## src/rtl/sopc_data_bus_if.sv

```systemverilog
// Data-side bus bundle between the CPU data port, the interconnect and its slaves.
// "slave" is the interconnect's view (CPU's slave); "master" is the environment's view.
interface sopc_data_bus_if #(
  parameter int NUM_SLAVES = 4,
  parameter int ADDR_W     = 32,
  parameter int DATA_W     = 32
);
  // Handshake: the master raises m_ce_i with a stable request and holds it while
  // m_stall_o=1; the response (m_data_o/m_err_o) is valid only in the cycle stall drops.
  // A slave sees s_ce_o[i]=1 until it returns s_ack_i[i]=1 with s_data_i for reads.
  logic                         m_ce_i;
  logic                         m_we_i;
  logic [DATA_W/8-1:0]          m_sel_i;
  logic [ADDR_W-1:0]            m_addr_i;
  logic [DATA_W-1:0]            m_data_i;
  logic [DATA_W-1:0]            m_data_o;
  logic                         m_stall_o;
  logic                         m_err_o;
  logic [NUM_SLAVES-1:0]        s_ce_o;
  logic                         s_we_o;
  logic [DATA_W/8-1:0]          s_sel_o;
  logic [ADDR_W-1:0]            s_addr_o;
  logic [DATA_W-1:0]            s_data_o;
  logic [NUM_SLAVES*DATA_W-1:0] s_data_i;
  logic [NUM_SLAVES-1:0]        s_ack_i;

  modport slave (
    input  m_ce_i, m_we_i, m_sel_i, m_addr_i, m_data_i, s_data_i, s_ack_i,
    output m_data_o, m_stall_o, m_err_o, s_ce_o, s_we_o, s_sel_o, s_addr_o, s_data_o
  );

  modport master (
    output m_ce_i, m_we_i, m_sel_i, m_addr_i, m_data_i, s_data_i, s_ack_i,
    input  m_data_o, m_stall_o, m_err_o, s_ce_o, s_we_o, s_sel_o, s_addr_o, s_data_o
  );
endinterface

```

## src/rtl/sopc_data_bus.sv

```systemverilog
// Multi-slave data bus for the OpenMIPS SOPC: address decode, ack handshake with wait states.
// Optional bus timeout compiled in with `define SOPC_BUS_TIMEOUT_EN.
module sopc_data_bus #(
  parameter int                           NUM_SLAVES     = 4,
  parameter int                           ADDR_W         = 32,
  parameter int                           DATA_W         = 32,
  parameter logic [NUM_SLAVES*ADDR_W-1:0] SLAVE_BASE     = {32'h3000_0000, 32'h2000_0000,
                                                            32'h1000_0000, 32'h0000_0000},
  parameter logic [NUM_SLAVES*ADDR_W-1:0] SLAVE_MASK     = {4{32'hF000_0000}},
  parameter int                           TIMEOUT_CYCLES = 255
) (
  input  logic                 clk,
  input  logic                 rst,
  sopc_data_bus_if.slave       bus,
  output logic [1:0]           state_dbg
);
  localparam logic [1:0] IDLE = 2'd0;
  localparam logic [1:0] WAIT = 2'd1;
  localparam logic [1:0] RESP = 2'd2;
  localparam int IDX_W = (NUM_SLAVES > 1) ? $clog2(NUM_SLAVES) : 1;
  localparam int SEL_W = DATA_W / 8;

  logic [1:0]        state;
  logic [IDX_W-1:0]  idx;
  logic              we_q;
  logic [SEL_W-1:0]  sel_q;
  logic [ADDR_W-1:0] addr_q;
  logic [DATA_W-1:0] data_q;
  logic [DATA_W-1:0] rdata_q;
  logic              err_q;
  logic              hit;
  logic [IDX_W-1:0]  hit_idx;
  logic              ack;

`ifdef SOPC_BUS_TIMEOUT_EN
  localparam int CNT_W = $clog2(TIMEOUT_CYCLES + 1);
  localparam logic [CNT_W-1:0] TMO_LAST = CNT_W'(TIMEOUT_CYCLES - 1);
  logic [CNT_W-1:0] tmo_cnt;
`else
  logic unused_tmo;
  assign unused_tmo = (TIMEOUT_CYCLES > 0);
`endif

  // Scan high to low so the lowest matching index is the one left standing.
  always_comb begin
    hit     = 1'b0;
    hit_idx = '0;
    for (int i = NUM_SLAVES - 1; i >= 0; i--) begin
      if ((bus.m_addr_i & SLAVE_MASK[i*ADDR_W +: ADDR_W]) ==
          (SLAVE_BASE[i*ADDR_W +: ADDR_W] & SLAVE_MASK[i*ADDR_W +: ADDR_W])) begin
        hit     = 1'b1;
        hit_idx = IDX_W'(i);
      end
    end
  end

  assign ack = bus.s_ack_i[idx];

  always_ff @(posedge clk or negedge rst) begin
    if (!rst) begin
      state   <= IDLE;
      idx     <= '0;
      we_q    <= 1'b0;
      sel_q   <= '0;
      addr_q  <= '0;
      data_q  <= '0;
      rdata_q <= '0;
      err_q   <= 1'b0;
`ifdef SOPC_BUS_TIMEOUT_EN
      tmo_cnt <= '0;
`endif
    end else begin
      case (state)
        IDLE: begin
          if (bus.m_ce_i) begin
            we_q   <= bus.m_we_i;
            sel_q  <= bus.m_sel_i;
            addr_q <= bus.m_addr_i;
            data_q <= bus.m_data_i;
            idx    <= hit_idx;
            if (hit) begin
              state <= WAIT;
`ifdef SOPC_BUS_TIMEOUT_EN
              tmo_cnt <= '0;
`endif
            end else begin
              rdata_q <= '0;
              err_q   <= 1'b1;
              state   <= RESP;
            end
          end
        end
        WAIT: begin
          // Ack is tested first so a late ack beats a simultaneous timeout.
          if (ack) begin
            rdata_q <= we_q ? '0 : bus.s_data_i[idx*DATA_W +: DATA_W];
            err_q   <= 1'b0;
            state   <= RESP;
          end
`ifdef SOPC_BUS_TIMEOUT_EN
          else if (tmo_cnt == TMO_LAST) begin
            rdata_q <= '0;
            err_q   <= 1'b1;
            state   <= RESP;
          end else begin
            tmo_cnt <= tmo_cnt + 1'b1;
          end
`endif
        end
        RESP:    state <= IDLE;
        default: state <= IDLE;
      endcase
    end
  end

  always_comb begin
    bus.s_ce_o = '0;
    if (state == WAIT) bus.s_ce_o[idx] = 1'b1;
  end

  assign bus.m_stall_o = (state == IDLE) ? bus.m_ce_i : (state == WAIT);
  assign bus.m_data_o  = (state == RESP) ? rdata_q : '0;
  assign bus.m_err_o   = (state == RESP) && err_q;
  assign bus.s_we_o    = we_q;
  assign bus.s_sel_o   = sel_q;
  assign bus.s_addr_o  = addr_q;
  assign bus.s_data_o  = data_q;
  assign state_dbg     = state;
endmodule

```

## src/flat_wrapper.sv

```systemverilog
// flat-port wrapper written by rule: the top's interface ports become plain ports
module sopc_data_bus_flat 
#(
  parameter int                           NUM_SLAVES     = 4,
  parameter int                           ADDR_W         = 32,
  parameter int                           DATA_W         = 32,
  parameter logic [NUM_SLAVES*ADDR_W-1:0] SLAVE_BASE     = {32'h3000_0000, 32'h2000_0000,
                                                            32'h1000_0000, 32'h0000_0000},
  parameter logic [NUM_SLAVES*ADDR_W-1:0] SLAVE_MASK     = {4{32'hF000_0000}},
  parameter int                           TIMEOUT_CYCLES = 255
)
  (clk, rst, state_dbg, bus_m_ce_i, bus_m_we_i, bus_m_sel_i, bus_m_addr_i, bus_m_data_i, bus_s_data_i, bus_s_ack_i, bus_m_data_o, bus_m_stall_o, bus_m_err_o, bus_s_ce_o, bus_s_we_o, bus_s_sel_o, bus_s_addr_o, bus_s_data_o);
  sopc_data_bus_if #(.NUM_SLAVES(NUM_SLAVES), .ADDR_W(ADDR_W), .DATA_W(DATA_W)) bus_i ();
  input  logic clk;
  input  logic rst;
  output logic [1:0] state_dbg;
  input wire logic [$bits(bus_i.m_ce_i)-1:0] bus_m_ce_i;
  input wire logic [$bits(bus_i.m_we_i)-1:0] bus_m_we_i;
  input wire logic [$bits(bus_i.m_sel_i)-1:0] bus_m_sel_i;
  input wire logic [$bits(bus_i.m_addr_i)-1:0] bus_m_addr_i;
  input wire logic [$bits(bus_i.m_data_i)-1:0] bus_m_data_i;
  input wire logic [$bits(bus_i.s_data_i)-1:0] bus_s_data_i;
  input wire logic [$bits(bus_i.s_ack_i)-1:0] bus_s_ack_i;
  output wire logic [$bits(bus_i.m_data_o)-1:0] bus_m_data_o;
  output wire logic [$bits(bus_i.m_stall_o)-1:0] bus_m_stall_o;
  output wire logic [$bits(bus_i.m_err_o)-1:0] bus_m_err_o;
  output wire logic [$bits(bus_i.s_ce_o)-1:0] bus_s_ce_o;
  output wire logic [$bits(bus_i.s_we_o)-1:0] bus_s_we_o;
  output wire logic [$bits(bus_i.s_sel_o)-1:0] bus_s_sel_o;
  output wire logic [$bits(bus_i.s_addr_o)-1:0] bus_s_addr_o;
  output wire logic [$bits(bus_i.s_data_o)-1:0] bus_s_data_o;
  assign bus_i.m_ce_i = bus_m_ce_i;
  assign bus_i.m_we_i = bus_m_we_i;
  assign bus_i.m_sel_i = bus_m_sel_i;
  assign bus_i.m_addr_i = bus_m_addr_i;
  assign bus_i.m_data_i = bus_m_data_i;
  assign bus_i.s_data_i = bus_s_data_i;
  assign bus_i.s_ack_i = bus_s_ack_i;
  assign bus_m_data_o = bus_i.m_data_o;
  assign bus_m_stall_o = bus_i.m_stall_o;
  assign bus_m_err_o = bus_i.m_err_o;
  assign bus_s_ce_o = bus_i.s_ce_o;
  assign bus_s_we_o = bus_i.s_we_o;
  assign bus_s_sel_o = bus_i.s_sel_o;
  assign bus_s_addr_o = bus_i.s_addr_o;
  assign bus_s_data_o = bus_i.s_data_o;
  sopc_data_bus #(.NUM_SLAVES(NUM_SLAVES), .ADDR_W(ADDR_W), .DATA_W(DATA_W), .SLAVE_BASE(SLAVE_BASE), .SLAVE_MASK(SLAVE_MASK), .TIMEOUT_CYCLES(TIMEOUT_CYCLES)) u_core (.clk(clk), .rst(rst), .bus(bus_i), .state_dbg(state_dbg));
endmodule
```

## config.mk

```make
export PLATFORM = sky130hd
export DESIGN_NAME = sopc_data_bus_flat
export DESIGN_NICKNAME = d
export VERILOG_FILES = /design/src/rtl/sopc_data_bus_if.sv /design/src/rtl/sopc_data_bus.sv /design/src/flat_wrapper.sv
export SDC_FILE = /design/constraint.sdc
export NUM_CORES = 1
export LEC_CHECK = 0
export BUFFER_PORTS_ARGS = -buffer_cell sky130_fd_sc_hd__clkbuf_2
export CAP_MARGIN = 20
export CORE_MARGIN = 5
export CORE_UTILIZATION = 45
export DETAILED_ROUTE_END_ITERATION = 10
export GPL_TIMING_DRIVEN = 0
export PLACE_DENSITY = 0.82
export SETUP_SLACK_MARGIN = 0.2
export SLEW_MARGIN = 25
export SYNTH_ARGS = -nofsm -noshare
export SYNTH_HDL_FRONTEND = slang
export SYNTH_SLANG_ARGS = --single-unit
```

## constraint.sdc

```tcl
create_clock -name clk -period 1.7 [get_ports clk]
set_input_delay 0.34 -clock clk [delete_from_list [all_inputs] [get_ports clk]]
set_output_delay 0.34 -clock clk [all_outputs]
set_load 0.05 [all_outputs]
```

==> PnR_summary.wiki, run 1 <==
{| class="wikitable"
! Metric !! Value
|-
| Detail Placement HPWL || 14.3 mm
|-
| Seq/Total Area, Yosys || 48.3%
|-
| Number of filler cells placed in the layout || 666
|-
| Post-Route Setup TNS || -17.38 ns
|-
| Nets || 1157
|-
| Max_cap viols || 0
|-
| HP Class || input pin to register
|-
| Post-synthesis compound-gate area fraction || 8.88%
|-
| CP Class || register to register
|-
| Final Setup Violations || 144
|-
| Final instance area || 9770 sq um
|-
| Arrival time worst endpoint || 2.15 ns
|-
| Final Wtd Congestion || 0.815
|-
| Number of global-route vias before repair || 6122
|-
| Worst setup timing slack at the placement stage || -0.249 ns
|-
| Area contributors post-synth || sky130_fd_sc_hd__dfrtp_1 (48%), sky130_fd_sc_hd__mux2i_1 (18%), sky130_fd_sc_hd__nand2_1 (14%)
|-
| Unrepaired setup endpoints after global routing || true
|-
| Pins over their slew limit || 0
|-
| Leak || 5.13 nW
|-
| Post-layout power || 19.0 mW
|-
| Syn avg cell area || 9.47 sq um
|-
| Worst Max-Slew Pin Slew || 0.731 ns
|-
| Port buffer count || 312
|-
| Synthesis-to-layout area growth || 77.9%
|-
| Detail-routed via count per cell || 5.50
|-
| Wire length of the first global-routing pass || 33.4 mm
|-
| Level count of the clock H-tree || 3
|-
| Via count || 6073
|-
| Slowest stage cell, crit path || sky130_fd_sc_hd__dfrtp_2
|-
| Count of antenna diodes in the layout || 0
|-
| Share of cells above drive strength 1 || 57.5%
|-
| Final WS setup || -0.241 ns
|-
| Hold violation count in the final report || 0
|-
| Peak Freq || 515 MHz
|-
| Overall die width || 120 um
|-
| Clock tree from TritonCTS || done
|-
| Worst path cell trace || buf_6 -> buf_6 -> or3b_4 -> buf_6 -> buf_8 -> buf_6 -> buf_12 -> o21ai_4 -> mux2i_1
|-
| Synthesized instance count || 580
|-
| Clock slew at the register clock pins of the worst setup and hold paths || 0.08 ns
|-
| Proportion of synthesized area in mux cells || 17.9%
|-
| Number of top-level design ports || 313
|-
| Sort of element at the start of the critical path || register
|-
| Failing checks || setup timing
|-
| Post-Synthesis Cell Area || 5490 sq um
|-
| Flop and latch count out of synthesis || 106
|-
| Area of the die || 14500 sq um
|-
| Library cell occupying the most area in the post-synthesis netlist || sky130_fd_sc_hd__dfrtp_1
|-
| WL per Instance || 21.5 um
|-
| Row count || 40
|-
| Tcrit/Tclk final || 114%
|-
| Basic-gate share of the synthesized area counting and, or, nand and nor cells || 20.0%
|-
| Number of antenna violations at the first check in global routing || 0
|-
| Cell Pwr Density || 1940 nW/um^2
|-
| Worst path most repeated cell || sky130_fd_sc_hd__buf_6
|-
| Initial cell density of the core || 45.7%
|-
| Result of the run || finished, violations left
|-
| Post-synth EDFFs || 0
|-
| Worst Path Required || 1.91 ns
|-
| Total grt overflow || 0
|-
| DRC viols || 0
|-
| Number of clock sinks seen by CTS || 106
|-
| Number of placed instances with taps included || 1040
|-
| Number of unique standard cell types used by synthesis || 28
|-
| Number of buffers between clock root and the deepest sink || 2
|-
| YS warnings || 0
|-
| Global Route Usage Sum || 29.4%
|-
| Non-filler instance count after layout || 1105
|-
| Iteration-0 DRC Markers || 569
|-
| Number of buffers inserted during clock tree synthesis || 9
|-
| Post-place instance area || 7440 sq um
|-
| Dominant combinational cell family by area after synthesis || simple AND/OR/NAND/NOR gates
|-
| Adder-cell share of the synthesized area || 0%
|-
| Slowest Stage Delay on Critical Path || 0.42 ns
|-
| Wire length reported by the detailed router || 23.7 mm
|-
| Crit path time final || 1.94 ns
|-
| Antenna viol nets, final || 0
|-
| Pin count of the biggest net entering global routing || 59
|-
| Post-Synth XOR/XNOR Area || 0%
|-
| Root buf cell || sky130_fd_sc_hd__clkbuf_16
|-
| Post-synth top area share || 48.3%
|-
| CP max FO || 5
|-
| Fin Clk Skew || 0.0131 ns
|-
| Capturing element type of the critical path || register
|-
| Fin util || 81.4%
|-
| Insertion delay of the later-clocked pin in the worst-skew pair || 0.34 ns
|-
| Proportion of register bits with asynchronous set or reset after synthesis || 100%
|-
| Fin Hold WS || 0.190 ns
|-
| Length of the first detailed-routing pass in iterations || 7
|-
| Die Y || 120 um
|-
| Synth Net Count || 784
|-
| Core area || 12000 sq um
|-
| Synth Flop Type || sky130_fd_sc_hd__dfrtp_1
|-
| Largest vdd supply drop || 1.50 mV
|-
| Slew HR || 51.3%
|}
==> what timing repair did <==
item / CTS / global route
gates resized for setup: 242 / 86
setup endpoints to repair: 143 / 146
pin swaps: 61 / 9
hold buffers: 1 / 0
endpoints found under the hold margin: 48 / 0
setup buffers: 26 / 7
gates cloned: 12 / 3
==> Yosys cell counts, types with 2 or more instances <==
cell / n
sky130_fd_sc_hd__nand3_1: 2
sky130_fd_sc_hd__nor2_1: 5
sky130_fd_sc_hd__o21ai_1: 2
sky130_fd_sc_hd__mux2i_1: 97
sky130_fd_sc_hd__buf_8: 2
sky130_fd_sc_hd__o22a_1: 32
sky130_fd_sc_hd__clkbuf_1: 22
sky130_fd_sc_hd__or2_1: 2
sky130_fd_sc_hd__nand2_1: 210
sky130_fd_sc_hd__o21ai_0: 32
sky130_fd_sc_hd__buf_4: 3
sky130_fd_sc_hd__and2_1: 35
sky130_fd_sc_hd__buf_6: 4
sky130_fd_sc_hd__dfrtp_1: 106
sky130_fd_sc_hd__buf_2: 13
==> cells by family (layout without fill, tap and decap cells) <==
logic type | count (synthesis) | count (layout)
AO/OA/AOI/OAI | 70 | 70
AND/OR/NAND/NOR | 260 | 260
multiplexers | 98 | 98
flip-flops | 106 | 106
buffers and inverters | 46 | 424
==> sequential cells by signal, indices dropped and copies added, names as in the netlist <==
register,cells
u_core.state_dbg,2
u_core.rdata_q,32
u_core.bus.s_we_o,1
u_core.bus.s_addr_o,32
u_core.bus.s_data_o,32
u_core.idx,2
u_core.bus.s_sel_o,4
u_core.err_q,1
==> layout by cell type, fill, tap and decap left out, drive strengths merged <==
cell	count
a21oi	1
a2bb2oi	1
a311oi	1
and2	35
buf	82
clkbuf	333
clkinv	2
clkinvlp	2
dfrtp	106
dlygate4sd3	1
inv	4
mux2	1
mux2i	97
nand2	210
nand2b	1
nand3	2
nand3b	1
nor2	5
nor2b	1
nor3b	2
o21ai	34
o22a	32
o2bb2ai	1
or2	2
or3b	1
==> per-layer routing <==
metal / wire length (um) / share of wire (%) / vias up / global-route usage, %
li1: - / - / 2684 / -
met1: 8410 / 35 / 2857 / 33.1
met2: 12300 / 52 / 429 / 53.3
met3: 2040 / 8.6 / 103 / 8.00
met4: 1040 / 4.4 / 0 / 10.3
met5: 0 / 0 / - / 0
==> path summary, 6_finish.rpt <==
kind / start / to / slack, ns / cells after the start
max reg2reg: u_core.state_dbg[1] / u_core.rdata_q[6] / -0.24 / 9
min: bus_m_data_i[30] / u_core.bus.s_data_o[30] / 0.19 / 3
max in group asynchronous: rst / u_core.bus.s_data_o[17] / 0.58 / 3
min reg2reg: u_core.bus.s_data_o[13] / u_core.bus.s_data_o[13] / 0.47 / 2
min in group asynchronous: rst / u_core.bus.s_data_o[31] / 0.51 / 2
max: u_core.state_dbg[1] / u_core.rdata_q[6] / -0.24 / 9
==> worst max-delay path: cells and delay by family, from the launching register on <==
kind            cells  cell delay (ns)
buf+inv             6             0.76
flops               1             0.42
simple gates        1             0.36
compound gates      1             0.16
mux                 1             0.12
==> power by group <==
| part | switching (mW) | leakage (nW) | internal (mW) |
|---|---|---|---|
| clock | 1.03 | 0.135 | 1.02 |
| sequential | 0.870 | 1.34 | 3.64 |
| combinational | 7.45 | 3.65 | 4.99 |
==> cell type report <==
cell class	instances	area, sq um	area share [%]
Sequential cell	106	2660	27.2
Clock inverter	7	61.3	0.627
Timing Repair Buffer	362	3090	31.6
Clock buffer	9	225	2.30
Buffer	45	512	5.24
Multi-Input combinational cell	428	3040	31.1
Inverter	1	6.26	0.0640
Tap cell	147	184	1.88
No activity file was read; power rests on OpenSTA's default activity.
==> run 2: changes to the inputs <==
- CTS_CLUSTER_DIAMETER: default -> 30
- REMOVE_ABC_BUFFERS: default -> 1
==> PnR_summary.wiki, run 2 (synthesized netlist as in run 1, its figures left out) <==
{| class="wikitable"
! Metric !! Value
|-
| Pins over their slew limit || 0 (unchanged)
|-
| Area of the die || 14500 sq um (unchanged)
|-
| Fin Clk Skew || 0.00466 ns (-0.00839 ns)
|-
| Detail Placement HPWL || 12.8 mm (-11%)
|-
| Share of cells above drive strength 1 || 48.7% (-8.9 points)
|-
| Wire length of the first global-routing pass || 34.2 mm (+2.4%)
|-
| Register-to-Register Path Depth || 6 (-3)
|-
| Most common cell after layout, fill and taps aside || sky130_fd_sc_hd__clkbuf_2
|-
| Wire length reported by the detailed router || 24.0 mm (+0.88%)
|-
| Number of global-route vias before repair || 6176 (+0.88%)
|-
| Capturing element type of the critical path || output port
|-
| Overall die width || 120 um (unchanged)
|-
| Leading cell types in the layout, fill and taps excluded || sky130_fd_sc_hd__clkbuf_2 (271), sky130_fd_sc_hd__nand2_1 (200), sky130_fd_sc_hd__dfrtp_1 (103)
|-
| Hold-critical path depth || 3 (unchanged)
|-
| Insertion delay of the later-clocked pin in the worst-skew pair || 0.34 ns (about the same)
|-
| Worst path depth || 5 (-4)
|-
| Die Y || 120 um (unchanged)
|-
| WL per Instance || 22.2 um (+3.1%)
|-
| HP Class || input pin to register
|-
| CP max FO || 4 (-1)
|-
| Number of buffers between clock root and the deepest sink || 2 (unchanged)
|-
| Net switching power || 9.00 mW (-3.7%)
|-
| Crit path time final || 1.91 ns (-0.0351 ns)
|-
| Final Setup Violations || 119 (-17%)
|-
| Level count of the clock H-tree || 3 (unchanged)
|-
| Number of placed instances with taps included || 1006 (-3.3%)
|-
| Worst Max-Slew Pin Slew || 0.768 ns (+0.0374 ns)
|-
| Worst Path Required || 1.36 ns (-0.55 ns)
|-
| Total grt overflow || 0 (unchanged)
|-
| Internal power contribution || 9.22 mW (-4.6%)
|-
| Min-delay src || bus_m_data_i[11]
|-
| Slowest Stage Delay on Critical Path || 0.41 ns (about the same)
|-
| Unrepaired setup endpoints after global routing || true
|-
| Largest vdd supply drop || 1.63 mV (+8.5%)
|-
| Slew HR || 48.8% (-2.5 points)
|-
| Iteration-0 DRC Markers || 578 (+1.6%)
|-
| Fin Hold WS || 0.181 ns (-0.00883 ns)
|-
| Non-filler instance count after layout || 1081 (-2.2%)
|-
| Pin count of the biggest net entering global routing || 56 (-5.1%)
|-
| Result of the run || finished, violations left
|-
| Final Wtd Congestion || 0.793 (-2.7%)
|-
| Failing checks || setup timing
|-
| Worst path top cell family by delay || buffers and inverters
|-
| Post-layout power || 18.2 mW (-4.2%)
|-
| Critical R2R Launch || u_core.state_dbg[0]
|-
| Clock tree from TritonCTS || done
|-
| Length of the first detailed-routing pass in iterations || 5 (-2)
|-
| Post-place instance area || 7220 sq um (-3.1%)
|-
| Global Route Usage Sum || 30.7% (+1.3 points)
|-
| Number of clock sinks seen by CTS || 106 (unchanged)
|-
| Tcrit/Tclk final || 112% (-2.1 points)
|-
| Arrival time worst endpoint || 1.57 ns (-0.58 ns)
|-
| Comb pwr share || 64.7% (-0.8 points)
|-
| Final instance area || 9180 sq um (-6.0%)
|-
| Port buffer count || 312 (unchanged)
|-
| Worst setup path startpoint || u_core.state_dbg[1]
|-
| Hold violation count in the final report || 0 (unchanged)
|-
| Via count || 6010 (-1.0%)
|-
| Number of buffers inserted during clock tree synthesis || 9 (unchanged)
|-
| DRC viols || 0 (unchanged)
|-
| Net switching fraction of the power || 49.4% (+0.23 points)
|-
| Final WS setup || -0.206 ns (+0.0351 ns)
|-
| Buffers and inverters on the worst path || 3 (-3)
|-
| CP Class || register to output port
|-
| Fin util || 76.4% (-4.9 points)
|-
| Slowest stage cell, crit path || sky130_fd_sc_hd__dfrtp_2
|-
| Peak Freq || 525 MHz (+1.8%)
|-
| Max_cap viols || 0 (unchanged)
|-
| Antenna viol nets, final || 0 (unchanged)
|-
| Root buf cell || sky130_fd_sc_hd__clkbuf_16
|-
| Number of antenna violations at the first check in global routing || 1 (+1)
|-
| Leak || 4.87 nW (-5.1%)
|-
| Proportion of power drawn by flip-flops and latches || 24.1% (+0.3 points)
|-
| Nets || 1132 (-2.2%)
|-
| Initial cell density of the core || 45.7% (unchanged)
|-
| Core area || 12000 sq um (unchanged)
|-
| Clock power frac || 11.2% (+0.4 points)
|-
| Row count || 40 (unchanged)
|-
| Worst path cell trace || nor2b_4 -> buf_6 -> buf_16 -> and2_4 -> clkbuf_16
|-
| Cell Pwr Density || 1980 nW/um^2 (+2.0%)
|-
| Sort of element at the start of the critical path || register
|-
| Number of top-level design ports || 313 (unchanged)
|-
| Clock slew at the register clock pins of the worst setup and hold paths || 0.07 ns (about the same)
|-
| Detail-routed via count per cell || 5.56 (+1.2%)
|-
| Synthesis-to-layout area growth || 67.2%
|}
run 2: cell count changes in the layout (fill, tap and decap cells not counted), moves of 13 or more:
cell                        before  now
sky130_fd_sc_hd__and2_1          0   13
sky130_fd_sc_hd__nand2_1       146  200
sky130_fd_sc_hd__clkbuf_16      47   30
sky130_fd_sc_hd__o21ai_0         0   20
sky130_fd_sc_hd__nand2_2        56    9
run 2: path summary, 6_finish.rpt:
kind	slack, ns	endpoint
setup reg to reg	-0.14	u_core.rdata_q[14]
max in group asynchronous	0.55	u_core.idx[1]
setup / recovery	-0.21	bus_m_err_o
hold reg to reg	0.48	u_core.bus.s_addr_o[26]
hold / removal	0.18	u_core.bus.s_data_o[11]
min in group asynchronous	0.51	u_core.bus.s_data_o[13]
run 2: area by class of cell:
class	count	area (sq um)
Antenna cell	1	2.50
Clock buffer	12	246
Clock inverter	4	35.0
Fill cell	727	2830
Inverter	1	3.75
Multi-Input combinational cell	435	2870
Sequential cell	106	2660
Tap cell	147	184
Timing Repair Buffer	375	3180
run 2: worst min-delay path, stage by stage:
cell and delay (ns):
sky130_fd_sc_hd__clkbuf_2 0.07, sky130_fd_sc_hd__nand2_1 0.04, sky130_fd_sc_hd__nand2_1 0.04
run 2: routing by layer:
layer	routed length, um	vias to the layer above	GRT usage, %
li1	-	2643	-
met1	8030	2786	34.0
met2	11600	452	51.9
met3	2630	129	9.07
met4	1710	0	18.7
met5	0	-	0
run 2: per-stage QoR:
step                      setup WS, ns  TNS (ns)
final                           -0.206    -13.63
after floorplan                  -3.29   -340.87
after global placement           -5.21   -648.43
after CTS                       -0.171     -8.14
after global routing            -0.233    -17.27
after detailed placement        -0.285    -21.54
run 2: what timing repair did:
action	CTS	global route
gates resized for setup	165	63
buffers inserted	34	5
setup endpoints to repair	145	139
hold endpoints to repair	51	0
hold buffers	1	0
cloned	16	2
pin swaps	19	12
run 2: power by group through the flow:
stage	clock [mW]	combinational, mW	sequential, mW
detailed placement	0	8.51	4.36
global placement	0	7.60	4.44
global route	2.17	12.3	4.51
floorplan	0	3.20	7.34
finish	2.03	11.8	4.40
CTS	2.05	11.1	4.29
==> run 3: changes to the inputs <==
- CORE_UTILIZATION: 45 -> 31
- PLACE_DENSITY: 0.82 -> default
==> PnR_summary.wiki, run 3 (synthesized netlist as in run 1, its figures left out) <==
{| class="wikitable"
! Metric !! Value
|-
| Result of the run || finished, violations left
|-
| Failing checks || setup timing
|-
| Global Route Usage Sum || 20.4% (-10 points)
|-
| Crit path time final || 1.93 ns (+0.0267 ns)
|-
| Area of the die || 20500 sq um (+41%)
|-
| Die Y || 143 um (+19%)
|-
| Unrepaired setup endpoints after global routing || true
|-
| Uppermost metal layer occupied by signal nets || met4
|-
| Insertion delay of the later-clocked pin in the worst-skew pair || 0.35 ns (about the same)
|-
| Number of antenna violations at the first check in global routing || 0 (-1)
|-
| Met3 wire length || 2.20 mm (-16%)
|-
| Iteration-0 DRC Markers || 198 (-66%)
|-
| Capturing element type of the critical path || output port
|-
| Wire length reported by the detailed router || 21.3 mm (-11%)
|-
| FF-to-FF setup slack || -0.16 ns (-0.02 ns)
|-
| Detail-routed via count per cell || 4.77 (-14%)
|-
| Row count || 48 (+20%)
|-
| Total grt overflow || 0 (unchanged)
|-
| Via count || 5491 (-8.6%)
|-
| Worst Max-Slew Pin Slew || 0.739 ns (-0.0295 ns)
|-
| Nets || 1126 (-0.53%)
|-
| Net switching power || 8.64 mW (-4.0%)
|-
| Clock tree from TritonCTS || done
|-
| WL met1 || 8.26 mm (+2.8%)
|-
| Root buf cell || sky130_fd_sc_hd__clkbuf_16
|-
| HP Class || input pin to register
|-
| Tcrit/Tclk final || 114% (+1.6 points)
|-
| Hold-critical path depth || 3 (unchanged)
|-
| Comb pwr share || 63.6% (-1.1 points)
|-
| Synthesis-to-layout area growth || 66.1%
|-
| DRC viols || 0 (unchanged)
|-
| Non-filler instance count after layout || 1152 (+6.6%)
|-
| Hold path endpoint || u_core.bus.s_addr_o[12]
|-
| Slew HR || 50.7% (+2.0 points)
|-
| Clock power frac || 11.7% (+0.5 points)
|-
| Length of the first detailed-routing pass in iterations || 4 (-1)
|-
| Net switching fraction of the power || 49.1% (-0.25 points)
|-
| Most common cell after layout, fill and taps aside || sky130_fd_sc_hd__clkbuf_2
|-
| Clock slew at the register clock pins of the worst setup and hold paths || 0.08 ns (about the same)
|-
| Internal power contribution || 8.94 mW (-3.1%)
|-
| Wire length of the first global-routing pass || 32.2 mm (-5.9%)
|-
| Number of buffers inserted during clock tree synthesis || 9 (unchanged)
|-
| Number of buffers between clock root and the deepest sink || 2 (unchanged)
|-
| Number of filler cells placed in the layout || 1555 (+110%)
|-
| CP Class || register to output port
|-
| R2r endpoint || u_core.rdata_q[13]
|-
| WL per Instance || 18.5 um (-16%)
|-
| Sort of element at the start of the critical path || register
|-
| Share of cells above drive strength 1 || 48.4% (-0.22 points)
|-
| Core area || 17400 sq um (+44%)
|-
| Fin Clk Skew || 0.00693 ns (+0.00227 ns)
|-
| Post-Route Setup TNS || -13.40 ns (+0.233 ns)
|-
| Leak || 4.85 nW (-0.29%)
|-
| Hold violation count in the final report || 0 (unchanged)
|-
| CP max FO || 6 (+2)
|-
| Pin count of the biggest net entering global routing || 60 (+7.1%)
|-
| Detail Placement HPWL || 13.4 mm (+5.2%)
|-
| Pins over their slew limit || 0 (unchanged)
|-
| Port buffer count || 312 (unchanged)
|-
| Final Wtd Congestion || 0.749 (-5.5%)
|-
| Number of clock sinks seen by CTS || 106 (unchanged)
|-
| Initial cell density of the core || 31.6% (-14 points)
|-
| Register-to-Register Path Depth || 7 (+1)
|-
| Max_cap viols || 0 (unchanged)
|-
| Worst Path Required || 1.36 ns (about the same)
|-
| Post-layout power || 17.6 mW (-3.5%)
|-
| Arrival time worst endpoint || 1.59 ns (+0.02 ns)
|-
| Largest vdd supply drop || 1.63 mV (+0.27%)
|-
| Level count of the clock H-tree || 3 (unchanged)
|-
| Proportion of power drawn by flip-flops and latches || 24.7% (+0.6 points)
|-
| Antenna viol nets, final || 0 (unchanged)
|-
| Peak Freq || 517 MHz (-1.4%)
|-
| Fin util || 52.6% (-24 points)
|-
| Overall die width || 143 um (+19%)
|-
| Final instance area || 9120 sq um (-0.65%)
|-
| Cell Pwr Density || 1930 nW/um^2 (-2.9%)
|-
| Final WS setup || -0.233 ns (-0.0267 ns)
|-
| Final Setup Violations || 123 (+3.4%)
|-
| Number of top-level design ports || 313 (unchanged)
|-
| Number of placed instances with taps included || 1084 (+7.8%)
|-
| Number of global-route vias before repair || 5892 (-4.6%)
|-
| Leading cell types in the layout, fill and taps excluded || sky130_fd_sc_hd__clkbuf_2 (271), sky130_fd_sc_hd__nand2_1 (207), sky130_fd_sc_hd__dfrtp_1 (103)
|-
| Post-place instance area || 7330 sq um (+1.6%)
|-
| Critical R2R Launch || u_core.state_dbg[0]
|-
| DR WL met2 || 10.4 mm (-10%)
|-
| Min-delay src || bus_m_addr_i[12]
|-
| Count of antenna diodes in the layout || 0 (-1)
|}
run 3: cell count changes in the layout (fill, tap and decap cells not counted), sizes merged:
cell | previous run | this run
diode | 1 | 0
buf | 77 | 68
clkinv | 2 | 3
inv | 3 | 5
bufbuf | 0 | 1
clkbuf | 309 | 308
run 3: per-stage QoR:
| stage | setup WS [ns] | hold slack [ns] |
|---|---|---|
| after floorplan | -3.29 | 0.0444 |
| after global placement | -5.81 | 0.459 |
| after detailed placement | -0.567 | 0.318 |
| after CTS | -0.246 | 0.158 |
| after global routing | -0.289 | 0.152 |
| final | -0.233 | 0.175 |
run 3: worst max path at each step:
stage,from,endpoint,slack [ns],cells after the start
3_3_place_gp,u_core.state_dbg[0],u_core.idx[1],-5.81,2
2_1_floorplan,u_core.state_dbg[0],u_core.idx[1],-3.29,2
6_report,u_core.state_dbg[0],bus_m_data_o[31],-0.23,5
4_1_cts,u_core.state_dbg[0],bus_m_data_o[16],-0.25,5
5_1_grt,u_core.state_dbg[0],bus_m_data_o[31],-0.29,5
3_5_place_dp,u_core.idx[1],u_core.rdata_q[13],-0.57,5
run 3: routing by layer:
layer / global-route usage [%] / vias up
met5: 0 / -
li1: - / 2633
met1: 23.2 / 2573
met4: 6.10 / 0
met3: 7.37 / 25
met2: 35.8 / 260
run 3: power groups by stage:
| stage | combinational [mW] | clock (mW) | sequential, mW |
|---|---|---|---|
| after floorplan | 3.20 | 0 | 7.34 |
| after global placement | 7.40 | 0 | 4.40 |
| after detailed placement | 8.56 | 0 | 4.37 |
| after CTS | 11.0 | 2.11 | 4.31 |
| after global routing | 11.9 | 2.22 | 4.49 |
| final | 11.2 | 2.05 | 4.34 |
run 3: final cells by class:
type	count	area, sq um	share of cell area, %
Clock buffer	9	225	2.47
Clock inverter	7	58.8	0.645
Inverter	1	3.75	0.0411
Multi-Input combinational cell	435	2830	31.0
Sequential cell	106	2660	29.1
Tap cell	225	282	3.09
Timing Repair Buffer	369	3060	33.6
run 3: what timing repair did:
item	4_1_cts	5_1_grt
hold buffers	1	0
gates resized for setup	182	45
buffers inserted	34	4
cloned	13	0
endpoints found under the setup margin	145	145
hold endpoints to repair	47	0
pin swaps	40	19
run 3: worst max-delay path, stage by stage, from the launching register on:
cell and delay, ns:
sky130_fd_sc_hd__dfrtp_2 0.49, sky130_fd_sc_hd__nor2b_4 0.21, sky130_fd_sc_hd__buf_12 0.14, sky130_fd_sc_hd__buf_8 0.11, sky130_fd_sc_hd__and2_4 0.14, sky130_fd_sc_hd__clkbuf_16 0.15
